--- config.mk ---
export PLATFORM = sky130hd
export DESIGN_NAME = joy_db15_tx
export DESIGN_NICKNAME = d
export VERILOG_FILES = /design/src/rtl/joy_db15_pkg.sv /design/src/rtl/joy_db15_tx_strobe_sync.sv /design/src/rtl/joy_db15_tx.sv
export SDC_FILE = /design/constraint.sdc
export NUM_CORES = 1
export LEC_CHECK = 0
export BUFFER_PORTS_ARGS = -buffer_cell sky130_fd_sc_hd__buf_2
export CAP_MARGIN = 20
export CORE_MARGIN = 2
export CORE_UTILIZATION = 48
export CTS_CLUSTER_DIAMETER = 80
export DETAILED_ROUTE_END_ITERATION = 12
export GPL_TIMING_DRIVEN = 0
export PLACE_DENSITY = 0.77
export SLEW_MARGIN = 25
export SYNTH_ARGS = -nofsm -noshare
export SYNTH_HDL_FRONTEND = slang
export SYNTH_SLANG_ARGS = --single-unit
--- constraint.sdc ---
create_clock -name clk -period 1.6 [get_ports clk]
set_clock_uncertainty 0.1 [all_clocks]
set_input_delay 0.32 -clock clk [delete_from_list [all_inputs] [get_ports clk]]
set_output_delay 0.32 -clock clk [all_outputs]
set_load 0.02 [all_outputs]
--- src/rtl/joy_db15_pkg.sv ---
// joy_db15_pkg: shared types and frame constants for the DB15 joystick transmitter
package joy_db15_pkg;
  typedef enum logic [1:0] {IDLE, LOAD, SHIFT, DONE} state_e;
  localparam int FRAME_BITS = 32;
  localparam int PLAYER_BITS = 16;
endpackage

--- src/rtl/joy_db15_tx_strobe_sync.sv ---
// strobe_sync: synchronizes an async strobe, filters it for stability and flags level edges
module strobe_sync #(
  parameter int SYNC_STAGES = 2,
  parameter int FILTER = 2,
  parameter logic RESET_VAL = 1'b1
) (
  input  logic clk_i,
  input  logic rst_i,
  input  logic pin_i,
  output logic level_o,
  output logic rise_o,
  output logic fall_o
);
  localparam int CW = FILTER > 1 ? $clog2(FILTER) : 1;
  logic [SYNC_STAGES-1:0] sync_q;
  logic level_q, level_d, prev_q, s;
  logic [CW-1:0] cnt_q, cnt_d;
  // cnt_q counts consecutive samples that disagree with the accepted level
  always_comb begin
    s = sync_q[SYNC_STAGES-1];
    level_d = (s != level_q && cnt_q == CW'(FILTER - 1)) ? s : level_q;
    cnt_d = (s == level_q || level_d != level_q) ? '0 : cnt_q + 1'b1;
  end
  always_ff @(posedge clk_i) begin
    if (rst_i) begin
      sync_q <= {SYNC_STAGES{RESET_VAL}};
      level_q <= RESET_VAL;
      prev_q <= RESET_VAL;
      cnt_q <= '0;
    end else begin
      sync_q <= {sync_q[SYNC_STAGES-2:0], pin_i};
      level_q <= level_d;
      prev_q <= level_q;
      cnt_q <= cnt_d;
    end
  end
  assign level_o = level_q;
  assign rise_o = level_q & ~prev_q;
  assign fall_o = ~level_q & prev_q;
endmodule

--- src/rtl/joy_db15_tx.sv ---
// joy_db15_tx: device-side DB15 joystick adapter emulator, 32-bit PISO answering LOAD/CLK strobes
module joy_db15_tx
  import joy_db15_pkg::*;
#(
  parameter int SYNC_STAGES = 2,
  parameter int FILTER = 2
) (
  input  logic clk,
  input  logic reset,
  input  logic [PLAYER_BITS-1:0] joystick1,
  input  logic [PLAYER_BITS-1:0] joystick2,
  input  logic JOY_LOAD,
  input  logic JOY_CLK,
  output logic JOY_DATA,
  output logic frame_done,
  output logic [5:0] bit_cnt
);
  state_e state_q, state_d;
  logic [FRAME_BITS-1:0] sr_q, sr_d;
  logic [5:0] cnt_q, cnt_d;
  logic done_q, done_d, data_q;
  logic ld_lvl, ld_rise, ld_fall, ck_lvl, ck_rise, ck_fall;
  strobe_sync #(.SYNC_STAGES(SYNC_STAGES), .FILTER(FILTER), .RESET_VAL(1'b1)) u_load (
    .clk_i(clk), .rst_i(reset), .pin_i(JOY_LOAD),
    .level_o(ld_lvl), .rise_o(ld_rise), .fall_o(ld_fall)
  );
  strobe_sync #(.SYNC_STAGES(SYNC_STAGES), .FILTER(FILTER), .RESET_VAL(1'b1)) u_clk (
    .clk_i(clk), .rst_i(reset), .pin_i(JOY_CLK),
    .level_o(ck_lvl), .rise_o(ck_rise), .fall_o(ck_fall)
  );
  logic unused_ok;
  assign unused_ok = &{1'b0, ld_fall, ck_lvl, ck_fall};
  // Load level dominates everything; a shift only happens with LOAD high and outside LOAD state
  always_comb begin
    state_d = state_q;
    sr_d = sr_q;
    cnt_d = cnt_q;
    done_d = 1'b0;
    if (!ld_lvl) begin
      state_d = LOAD;
      sr_d = ~{joystick1, joystick2};
      cnt_d = '0;
    end else if (state_q == LOAD) begin
      state_d = ld_rise ? SHIFT : LOAD;
    end else if (ck_rise && (state_q == SHIFT || state_q == DONE)) begin
      sr_d = {sr_q[FRAME_BITS-2:0], 1'b1};
      cnt_d = (state_q == SHIFT) ? cnt_q + 6'd1 : cnt_q;
      done_d = state_q == SHIFT && cnt_q == 6'(FRAME_BITS - 1);
      state_d = done_d ? DONE : state_q;
    end
  end
  always_ff @(posedge clk) begin
    if (reset) begin
      state_q <= IDLE;
      sr_q <= '1;
      cnt_q <= '0;
      done_q <= 1'b0;
      data_q <= 1'b1;
    end else begin
      state_q <= state_d;
      sr_q <= sr_d;
      cnt_q <= cnt_d;
      done_q <= done_d;
      data_q <= sr_q[FRAME_BITS-1];
    end
  end
  assign JOY_DATA = data_q;
  assign frame_done = done_q;
  assign bit_cnt = cnt_q;
endmodule

### Word level (Yosys, flattened, before mapping)

Index checks and enable logic that the tools add are counted.

| storage, ports and cells | value |
|---|---|
| register bits | 52 |
| bits in latches | 0 |
| bits in writable memories | 0 |
| ROM bits | 0 |
| input bits | 36 |
| output and inout port bits | 8 |
| word-level logic and storage cells | 66 |
| memories kept | 0 |

| operators by class | value |
|---|---|
| $add $sub $neg | 3 |
| multiply operators | 0 |
| divide/modulo/power cells | 0 |
| $lt $le $gt $ge | 0 |
| equal/unequal tests | 14 |
| shift-type cells | 0 |
| multiplexer cells | 10 |
| bitwise logic cells | 8 |
| reductions and logical operators | 17 |

Operators with widths:

| kind | count |
|---|---|
| $mux W32 | 3 |
| $not A32 Y32 | 1 |
| $mux W2 | 4 |
| $add A6 B1 Y6 const B | 1 |
| $eq A6 B5 Y1 const B | 1 |
| $ne A3 B3 Y1 const B | 2 |
| $reduce_and A2 Y1 | 3 |
| $reduce_or A2 Y1 | 3 |
| $not A1 Y1 | 5 |
| $eq A2 B2 Y1 const B | 2 |
| $logic_and A1 B1 Y1 | 4 |
| $ne A1 B1 Y1 | 4 |
| $ne A2 B2 Y1 const B | 2 |
| $reduce_bool A2 Y1 | 2 |
| $reduce_or A4 Y1 | 1 |
| $logic_or A1 B1 Y1 | 3 |
| $mux W1 | 3 |
| $reduce_and A3 Y1 | 1 |
| $add A1 B1 Y1 const B | 2 |
| $and A1 B1 Y1 | 2 |
| $eq A1 B1 Y1 | 2 |
| $eq A2 B1 Y1 const B | 1 |

### Logic depth before layout (Yosys ltp)

Gate-level depths: netlist of the first run.

| depth | value |
|---|---|
| depth in word-level cells | 6 |
| depth in mapped cells | 5 |
| mapped depth without buffers | 4 |

### Hierarchy

A second synthesis of the first run with hierarchy kept.

| unflattened totals | value |
|---|---|
| cell total of the unflattened synthesis | 281 |
| area total of the unflattened synthesis | 2403.6 sq um |

Modules (own cells, without submodules):

| module | times used | cells each | area an instance (sq um) |
|---|---|---|---|
| joy_db15_tx | 1 | 253 | 2070.7 |
| strobe_sync | 2 | 14 | 166.4 |

### Worst setup path before layout of the first run

OpenSTA, ideal clock, no wires.

| timing path | value |
|---|---|
| path type | reg2reg |
| start | register cnt_q[0] (netlist: bit_cnt[0]) |
| end | register state_q[0] |
| library setup time | 0.088 ns |
| data arrival time | 1.509 ns |
| path slack | -0.097 ns |
| cell stages (with the launch flop) | 5 |
| buffers on the path | 0 |
| clock period less this slack | 1.697 ns |
| cell sequence | dfxtp_1 > ha_1 > nand3b_1 > or4_4 > a311oi_2 |

| between the ends | value |
|---|---|
| longest elaborated chain between the ends | 4 |

Ends and longest elaborated chain:

| item | line | text |
|---|---|---|
| start: declaration | joy_db15_tx.sv:20 | `logic [5:0] cnt_q, cnt_d;` |
| start signal: assignment | joy_db15_tx.sv:62 | `cnt_q <= cnt_d;` |
| $eq A6 B5 Y1 | joy_db15_tx.sv:48 | `done_d = state_q == SHIFT && cnt_q == 6'(FRAME_BITS - 1);` |
| $logic_and A1 B1 Y1 | joy_db15_tx.sv:48 |  |
| $ne A3 B3 Y1 (no line) | -- |  |
| $reduce_and A2 Y1 (no line) | -- |  |
| end signal: assignment | joy_db15_tx.sv:60 | `state_q <= state_d;` |
| end: declaration | joy_db15_tx.sv:18 | `state_e state_q, state_d;` |

No other way between the ends.
A chain may end at the register's enable or synchronous reset.

### Final worst setup path of the first run

| timing path | value |
|---|---|
| start | register cnt_q[1] (netlist: bit_cnt[1]) |
| end | register state_q[0] |

Same word-level chain as after synthesis.

==> results of run 1 <==
## flip-flops by register name (all words and copies together), names as in the netlist, 2 cells and up
name and flops:
state_q 2, u_clk.sync_q 2, u_load.sync_q 2, bit_cnt 6, sr_q 32
## power by group through the flow
stage | combinational [uW] | sequential [uW] | clock (uW)
after floorplan | 122 | 1400 | 0
after global placement | 190 | 1410 | 0
after detailed placement | 193 | 1410 | 0
after CTS | 195 | 1380 | 857
after global routing | 217 | 1390 | 913
final | 195 | 1380 | 854
## through the flow
step                      power, uW  TNS [ns]
after global placement         1600         0
after CTS                      2430         0
after floorplan                1520         0
after global routing           2520   -0.0165
after detailed placement       1600  -0.00141
final                          2430         0
## synth_stat cells (2+ instances only)
cell type / number
xnor2_1: 3
nor3b_1: 24
a31oi_1: 24
nand2b_1: 4
nor2_1: 3
inv_1: 5
a211o_1: 2
or2_2: 6
a21o_1: 2
a21oi_1: 5
clkbuf_1: 16
nand3b_1: 3
a32oi_1: 7
nand2_1: 65
buf_2: 2
nor2b_1: 3
nor3_1: 3
dfxtp_1: 52
o21ai_0: 2
## cell families (layout without fill, tap and decap cells)
| family | after synthesis | in the layout | synth area share, % |
|---|---|---|---|
| AND/OR/NAND/NOR | 120 | 120 | 29.7 |
| flip-flops | 52 | 52 | 49.3 |
| AO/OA/AOI/OAI | 44 | 44 | 14.3 |
| buffers and inverters | 24 | 76 | 4.39 |
| XOR/XNOR | 3 | 3 | 1.25 |
| adder cells (fa/ha/maj) | 1 | 1 | 0.593 |
| multiplexers | 1 | 1 | 0.474 |
## area by class of cell
class | instances | share of cell area, %
Clock buffer | 5 | 2.72
Multi-Input combinational cell | 169 | 38.6
Clock inverter | 1 | 1.19
Sequential cell | 52 | 41.3
Timing Repair Buffer | 46 | 9.39
Buffer | 19 | 3.46
Tap cell | 52 | 2.57
Inverter | 5 | 0.741
## worst max-delay path: cells and delay by family, from the launching register on
family	cells	cell delay, ns
AOI/OAI and AO/OA	1	0.26
adders and majority gates	1	0.18
DFF	1	0.35
and+or+nand+nor	2	0.62
## repair_timing
action,4_1_cts,5_1_grt
resized for setup,5,10
buffers inserted,1,2
setup endpoints to repair,21,33
cloned,0,0
hold endpoints to repair,0,0
## path summary, 6_finish.rpt
path | slack (ns) | to | cells after the start
max | 0.02 | state_q[0]$_SDFFE_PP0P_ | 4
max reg2reg | 0.02 | state_q[0]$_SDFFE_PP0P_ | 4
min reg2reg | 0.30 | u_clk.sync_q[1]$_SDFF_PP1_ | 1
min | 0.08 | sr_q[10]$_SDFFE_PP1P_ | 2
## per-layer routing
layer,track usage [%],vias to the layer above,part of all wire (%)
li1,-,950,-
met1,24.6,859,46
met2,29.7,50,48
met3,4.18,6,4.8
met4,7.69,0,0.96
met5,0,-,0
==> results.yml, run 1 <==
sta:
  setup-violations-final: 0
  slew_headroom_pct: 66.8
  worst_slew_pin_slew_ns: 0.497
  slew_viol_final: 0
  hold_viol: 0
  fin_crit_sh_pct: 98.6
  whs_ns: 0.0761
  setup_slack_ns: 0.0223
  min_period_ns: 1.58
  fmax_mhz: 634
layout:
  fillCellCount: 397
  final_cell_mix: "65 x nand2_1, 48 x dfxtp_1, 45 x buf_2"
  postLayoutCoreUtil_pct: 58.9
  area_growth_pct: 19.9
  multi_input_area_sq_um: 977
  fin_cells: 349
  regArea_sq_um: 1050
  layout-drive-gt1-share_pct: 25.3
  final_common_cell: "nand2_1"
  nets: 335
  fin_area_sq_um: 2530
  num_antenna_cells: 0
clock_network:
  max-clock-path-buffers: 2
  clock-root-buffer: "clkbuf_8"
  htreeDepth: 2
  numCtsBuffers: 5
  clk_pin_slew_ns: 0.09
  cts.sinks: 52
  cts_tree: "yes"
  clock_latency_ns: 0.30
  ctsHoldBuffers: 0
place:
  dp_slack_ns: -0.00122
  hpwl_microns: 3090
  dp_cells: 340
  placed_area_sq_um: 2390
  gp_congestion: 0.814
  io_buffers: 43
worst_setup_path:
  crit_chain: "ha_1, nand3b_1, or4_4, a311oi_2"
  cp-startpoint: "bit_cnt[1]$_SDFFE_PP0P_"
  cp.required_ns: 1.72
  cp_data_arrival_time_ns: 1.70
  r2r_start: "bit_cnt[1]$_SDFFE_PP0P_"
  crit_path_max_incr_delay_ns: 0.51
  cp-end-kind: "flip-flop"
  crit_path_max_fanout: 3
  start_kind: "flip-flop"
  critPathKind: "reg -> reg"
  slowest_stage: "or4_4"
floorplanning:
  initial_utilization_pct: 49.2
  dieArea_sq_um: 4940
  coreArea_sq_um: 4290
  core.rowCount: 24
  fp.dieW_microns: 70.3
  io_pins: 44
  die_h_microns: 70.3
yosys:
  syn-num-nets: 282
  synth_area_leaders: "dfxtp_1 49%, nand2_1 12%, nor3b_1 8.5%"
  syn-cell-area_sq_um: 2110
  synth_area_per_cell_sq_um: 8.62
  ys_seq_area_share_pct: 49.3
  synth-edff-count: 0
  yosysTopAreaCell: "dfxtp_1"
  synth_seq_cells: 52
  synthArstFlopShare_pct: 0
  ys_types: 33
  synthesis.instances: 245
  yosys_warnings: 0
  synthDominantCellAreaShare_pct: 49.3
  synth_ff_type: "dfxtp_1"
worst_hold_path:
  hp-class: "in -> reg"
  hold_start: "joystick2[10]"
power:
  intPower_uw: 1890
  p_per_area_nw_per_um2: 959
  p_sw_share_pct: 22.1
  leakage_uw: 0.00113
  switchingPower_uw: 536
  vdd.ir_drop.worst_v: 0.000435
  power_frac_comb_pct: 8.0
  clockPowerShare_pct: 35.2
  p_seq_share_pct: 56.8
route:
  firstDrtPassIters: 4
  routed_via_density: 5.34
  wirelength_microns: 4500
  ant_nets: 0
  remaining_drc_errors: 0
  wl_per_cell_microns: 12.9
  num_vias: 1865
  drt_iter0_markers: 99
global_routing:
  grt_overflow_total: 0
  grt_pass1_wl_microns: 7450
  grt.total_usage_pct: 18.7
  grt_max_degree: 15
  grt_pass1_vias: 1665
  antenna_found_initial: 0
run:
  max_cap_viol_count: 0
status:
  outcome: "completed"
No activity file was read; power rests on OpenSTA's default activity.
==> inputs of run 2 (changes only) <==
--- a/config.mk
+++ b/config.mk
@@ -5,14 +5,15 @@
 export SDC_FILE = /design/constraint.sdc
 export NUM_CORES = 1
 export LEC_CHECK = 0
+export ABC_AREA = 1
 export BUFFER_PORTS_ARGS = -buffer_cell sky130_fd_sc_hd__buf_2
 export CAP_MARGIN = 20
 export CORE_MARGIN = 2
-export CORE_UTILIZATION = 48
+export CORE_UTILIZATION = 45
 export CTS_CLUSTER_DIAMETER = 80
 export DETAILED_ROUTE_END_ITERATION = 12
 export GPL_TIMING_DRIVEN = 0
-export PLACE_DENSITY = 0.77
+export PLACE_DENSITY = 0.73
 export SLEW_MARGIN = 25
 export SYNTH_ARGS = -nofsm -noshare
 export SYNTH_HDL_FRONTEND = slang
==> run 2 against run 1 <==
Sequential cell count did not move. First-iteration DRC count rose by 5.1%. Synthesized area rose by 2.0%. Wire length fell by 8.6%. Largest power group unchanged. Utilization fell by 4.8 points. Global-route usage fell by 1.6 points. Sequential power barely moved.
==> results.yml, run 2 <==
clock_network:
  htreeDepth: 2
  cts_tree: "yes"
  clock-root-buffer: "clkbuf_8"
  post_cts_resized: 0
  ctsHoldBuffers: 0
  clk_pin_slew_ns: 0.09
  post_cts_buffers: 0
  max-clock-path-buffers: 2
  cts.sinks: 52
  clock_latency_ns: 0.30
  numCtsBuffers: 5
route:
  firstDrtPassIters: 4
  wirelength_microns: 4110
  routed_via_density: 4.81
  remaining_drc_errors: 0
  ant_nets: 0
  wl_per_cell_microns: 10.2
  num_vias: 1937
  drt_iter0_markers: 104
power:
  vdd.ir_drop.worst_v: 0.000499
  intPower_uw: 1820
  p_seq_share_pct: 58.2
  fin_total_pwr_uw: 2390
  leakage_uw: 0.00120
  switchingPower_uw: 576
  power_frac_comb_pct: 9.7
  p_per_area_nw_per_um2: 947
  p_sw_share_pct: 24.1
  clockPowerShare_pct: 32.1
sta:
  hold_viol: 0
  worst_slew_pin_slew_ns: 0.465
  slew_headroom_pct: 69.0
  fmax_mhz: 746
  slew_viol_final: 0
  rsz0062_at_grt: "false"
  fin_crit_sh_pct: 83.8
  setup-violations-final: 0
  min_period_ns: 1.34
  tns_ns: 0
layout:
  fin_area_sq_um: 2520
  largest_register_ff_count: 32
  num_antenna_cells: 0
  layout-drive-gt1-share_pct: 20.6
  largest-register: "sr_q"
  postLayoutCoreUtil_pct: 54.2
  area_growth_pct: 17.3
  final_cell_mix: "79 x nand2_1, 72 x nor2_1, 52 x dfxtp_1"
  nets: 385
  final_common_cell: "nand2_1"
place:
  hpwl_microns: 2950
  gp_congestion: 0.782
  placed_area_sq_um: 2430
  io_buffers: 43
floorplanning:
  dieArea_sq_um: 5350
  initial_utilization_pct: 46.2
  coreArea_sq_um: 4660
  io_pins: 44
  die_h_microns: 73.2
  core.rowCount: 25
  fp.dieW_microns: 73.2
yosys:
  syn-num-nets: 335
  syn-cell-area_sq_um: 2150
  synth.top_cells.by_count: "79 x nand2_1, 72 x nor2_1, 52 x dfxtp_1, 33 x nand3_1, 12 x inv_1"
  synth_ff_type: "dfxtp_1"
  yosysTopAreaCell: "dfxtp_1"
  synthesis.instances: 298
  yosysMostFrequentCell: "nand2_1"
  synthArstFlopShare_pct: 0
  ys_seq_area_share_pct: 48.4
  synth_area_leaders: "dfxtp_1 48%, nand2_1 14%, nor2_1 13%"
  synth-edff-count: 0
  synth_area_per_cell_sq_um: 7.22
  yosys_warnings: 0
  synth_seq_cells: 52
  synthDominantCellAreaShare_pct: 48.4
  ys_types: 24
worst_setup_path:
  cpLargestDelayFamily: "flip-flops"
  cp-startpoint: "bit_cnt[2]$_SDFFE_PP0P_"
  slowest_stage: "dfxtp_1"
  cp-end-kind: "output pin"
  crit_path_max_fanout: 6
  r2r_slack_ns: 0.27
  cp.required_ns: 1.18
  r2r_start: "u_load.level_o$_SDFF_PP1_"
  crit_chain: "buf_2"
  cp_data_arrival_time_ns: 0.92
  start_kind: "flip-flop"
  critPathKind: "reg -> out"
  path_buf_inv: 1
  crit_path_max_incr_delay_ns: 0.42
global_routing:
  grt_pass1_vias: 1691
  grt.total_usage_pct: 17.1
  antenna_found_initial: 0
  grt_pass1_wl_microns: 7160
  grt_overflow_total: 0
  grt_max_degree: 15
worst_hold_path:
  hp-class: "in -> reg"
  hold_start: "JOY_CLK"
run:
  max_cap_viol_count: 0
status:
  outcome: "completed"
[run 2: cell count changes in the layout (fill, tap and decap cells not counted), sizes merged, moves of 15 or more]
cell,previous run,this run
nor3b,24,0
nor2,3,75
nand3,1,33
nand2,65,80
a31oi,24,0
[run 2: layer usage]
layer	global-route usage, %	wire [microns]
met3	3.87	188
met5	0	0
met2	26.3	1840
met1	22.6	2000
met4	8.02	83
[run 2: kinds of logic (layout without fill, tap and decap cells)]
logic type,after synthesis,count (layout),share of synthesized area [%]
and+or+nand+nor,197,197,39.2
DFF,52,52,48.4
buffers and inverters,29,80,7.03
AOI/OAI and AO/OA,19,19,4.77
adders and majority gates,1,1,0.581
[run 2: cell type report]
cell class	instances	area, sq um
fillers	461	2140
repair buffers	43	215
clock buffers	8	90.1
plain buffers	14	92.6
well taps	54	67.6
inverters	15	58.8
flip-flops and latches	52	1040
multi-input cells	217	960
[run 2: worst paths after layout]
path / end / cells after the start
min reg2reg: u_load.sync_q[1]$_SDFF_PP1_ / 1
max: bit_cnt[2] / 1
min: u_clk.sync_q[0]$_SDFF_PP1_ / 2
max reg2reg: sr_q[10]$_SDFFE_PP1P_ / 5
[run 2: per-stage QoR]
stage | hold slack [ns] | cells | setup WS, ns
after CTS | 0.0919 | 403 | 0.248
after global routing | 0.0950 | 403 | 0.125
final | 0.0968 | 403 | 0.259
after global placement | 0.292 | 395 | 0.238
after floorplan | 0.289 | 298 | 0.316
after detailed placement | 0.293 | 395 | 0.242
[run 2: power by group through the flow]
| stage | sequential (uW) | combinational, uW | clock (uW) |
|---|---|---|---|
| floorplan | 1420 | 156 | 0 |
| global placement | 1420 | 228 | 0 |
| detailed placement | 1420 | 233 | 0 |
| CTS | 1390 | 235 | 791 |
| global route | 1400 | 270 | 828 |
| finish | 1390 | 232 | 767 |
==> inputs of run 3 (changes only) <==
--- a/config.mk
+++ b/config.mk
@@ -5,7 +5,7 @@
 export SDC_FILE = /design/constraint.sdc
 export NUM_CORES = 1
 export LEC_CHECK = 0
-export ABC_AREA = 1
+export ABC_AREA = 0
 export BUFFER_PORTS_ARGS = -buffer_cell sky130_fd_sc_hd__buf_2
 export CAP_MARGIN = 20
 export CORE_MARGIN = 2
@@ -13,7 +13,7 @@
 export CTS_CLUSTER_DIAMETER = 80
 export DETAILED_ROUTE_END_ITERATION = 12
 export GPL_TIMING_DRIVEN = 0
-export PLACE_DENSITY = 0.73
+export PLACE_DENSITY = 0.71
 export SLEW_MARGIN = 25
 export SYNTH_ARGS = -nofsm -noshare
 export SYNTH_HDL_FRONTEND = slang
==> constraint.sdc (replaced) <==
create_clock -name clk -period 1.37 [get_ports clk]
set_clock_uncertainty 0.1 [all_clocks]
set_input_delay 0.274 -clock clk [delete_from_list [all_inputs] [get_ports clk]]
set_output_delay 0.274 -clock clk [all_outputs]
set_load 0.02 [all_outputs]
==> run 3 against run 2 <==
The run now ends with negative setup slack left. Hold slack worse by 0.081 ns. Cell count is 13% lower. Register-to-register slack worse by 0.33 ns. First-iteration DRC count fell by 28%. Worst setup slack worse by 0.32 ns. Critical endpoint is now state_q[0]$_SDFFE_PP0P_. Largest cell class unchanged. Largest power group unchanged.
==> results.yml, run 3 (same netlist as run 1, synthesis figures left out) <==
global_routing:
  grt_pass1_vias: 1761
  grt_max_degree: 17
  grt_pass1_wl_microns: 7750
  grt.total_usage_pct: 19.0
  grt_overflow_total: 0
  antenna_found_initial: 0
worst_setup_path:
  crit_path_max_fanout: 3
  crit_chain: "nand3b_1, or4_4, a311oi_2"
  start_kind: "flip-flop"
  r2r_slack_ns: -0.06
  cpLargestDelayFamily: "simple AND/OR/NAND/NOR gates"
  path_buf_inv: 0
  cp.required_ns: 1.50
  crit_path_max_incr_delay_ns: 0.55
  slowest_stage: "or4_4"
  cp-end-kind: "flip-flop"
  critPathKind: "reg -> reg"
  cp_data_arrival_time_ns: 1.56
power:
  leakage_uw: 0.00116
  vdd.ir_drop.worst_v: 0.000633
  intPower_uw: 2230
  fin_total_pwr_uw: 2900
  p_seq_share_pct: 55.4
  p_sw_share_pct: 23.2
  switchingPower_uw: 671
  p_per_area_nw_per_um2: 1110
  clockPowerShare_pct: 36.5
  power_frac_comb_pct: 8.0
layout:
  final_cell_mix: "65 x nand2_1, 46 x dfxtp_1, 43 x buf_2"
  area_growth_pct: 23.9
  num_antenna_cells: 0
  fin_cells: 351
  fin_area_sq_um: 2620
  nets: 335
  layout-drive-gt1-share_pct: 29.1
  largest_register_ff_count: 32
  largest-register: "sr_q"
  final_common_cell: "nand2_1"
worst_hold_path:
  hp-class: "in -> reg"
route:
  routed_via_density: 5.23
  wirelength_microns: 4520
  ant_nets: 0
  num_vias: 1835
  wl_per_cell_microns: 12.9
  drt_iter0_markers: 75
  firstDrtPassIters: 4
  remaining_drc_errors: 0
clock_network:
  cts.sinks: 52
  clock-root-buffer: "clkbuf_8"
  htreeDepth: 2
  clock_latency_ns: 0.31
  numCtsBuffers: 5
  cts_tree: "yes"
  max-clock-path-buffers: 2
  clk_pin_slew_ns: 0.10
floorplanning:
  fp.dieW_microns: 72.5
  core.rowCount: 24
  dieArea_sq_um: 5250
  die_h_microns: 72.5
  initial_utilization_pct: 47.5
  coreArea_sq_um: 4440
  io_pins: 44
sta:
  worst_slew_pin_slew_ns: 0.428
  fmax_mhz: 699
  setup-violations-final: 3
  slew_viol_final: 0
  whs_ns: 0.0155
  rsz0062_at_grt: "true"
  slew_headroom_pct: 71.5
  hold_viol: 0
  min_period_ns: 1.43
  fin_crit_sh_pct: 104
  setup_slack_ns: -0.0605
status:
  failed_checks: "negative setup slack"
  outcome: "complete, but fails checks"
place:
  placed_area_sq_um: 2410
  hpwl_microns: 3080
  gp_congestion: 0.772
  io_buffers: 43
  dp_cells: 340
run:
  max_cap_viol_count: 0
-- run 3: cell types whose count changed in the layout (fill, tap and decap cells not counted), sizes merged, moves of 3 or more --
cell    delta
o21ai      -7
clkbuf     +7
nor2b      +3
nor3b     +24
nor2      -72
xnor2      +3
nand2b     +4
a31oi     +24
nand3     -32
a32oi      +7
inv        -9
nand2     -15
-- run 3: layer usage --
metal | wire length [microns] | GRT usage, %
met4 | 82 | 8.64
met2 | 2010 | 30.1
met5 | 0 | 0
met3 | 199 | 4.03
met1 | 2230 | 24.8
-- run 3: final cells by class --
| type | count | area [sq um] |
|---|---|---|
| Clock buffer | 5 | 68.8 |
| Clock inverter | 3 | 41.3 |
| Timing Repair Buffer | 48 | 256 |
| Buffer | 17 | 114 |
| Sequential cell | 52 | 1050 |
| Fill cell | 411 | 1830 |
| Multi-Input combinational cell | 169 | 998 |
| Inverter | 5 | 18.8 |
| Tap cell | 52 | 65.1 |
-- run 3: stage by stage --
stage	TNS, ns	setup slack [ns]	utilization [%]
3_5_place_dp	-8.58	-0.254	54.3
5_1_grt	-0.274	-0.120	58.9
6_report	-0.114	-0.0605	58.9
3_3_place_gp	-7.37	-0.213	54.3
4_1_cts	-0.164	-0.0590	58.2
2_1_floorplan	-0.0341	-0.0322	-
-- run 3: power groups by stage --
stage	combinational, uW	sequential [uW]	clock, uW
floorplan	143	1630	0
global placement	224	1640	0
detailed placement	226	1640	0
CTS	234	1610	1080
global route	265	1620	1130
finish	233	1610	1060
-- run 3: worst paths after layout --
check                                     end                        start  cells past startpoint
setup / recovery      state_q[0]$_SDFFE_PP0P_      u_clk.prev_q$_SDFF_PP1_                      3
hold / removal           sr_q[4]$_SDFFE_PP1P_                 joystick2[4]                      2
setup reg to reg      state_q[0]$_SDFFE_PP0P_      u_clk.prev_q$_SDFF_PP1_                      3
hold reg to reg   u_load.sync_q[1]$_SDFF_PP1_  u_load.sync_q[0]$_SDFF_PP1_                      1
-- run 3: repair_timing --
item	CTS	global route
pin swaps	1	1
gates cloned	0	0
setup buffers	3	2
hold buffers	0	0
setup endpoints to repair	36	35
gates resized for setup	22	13
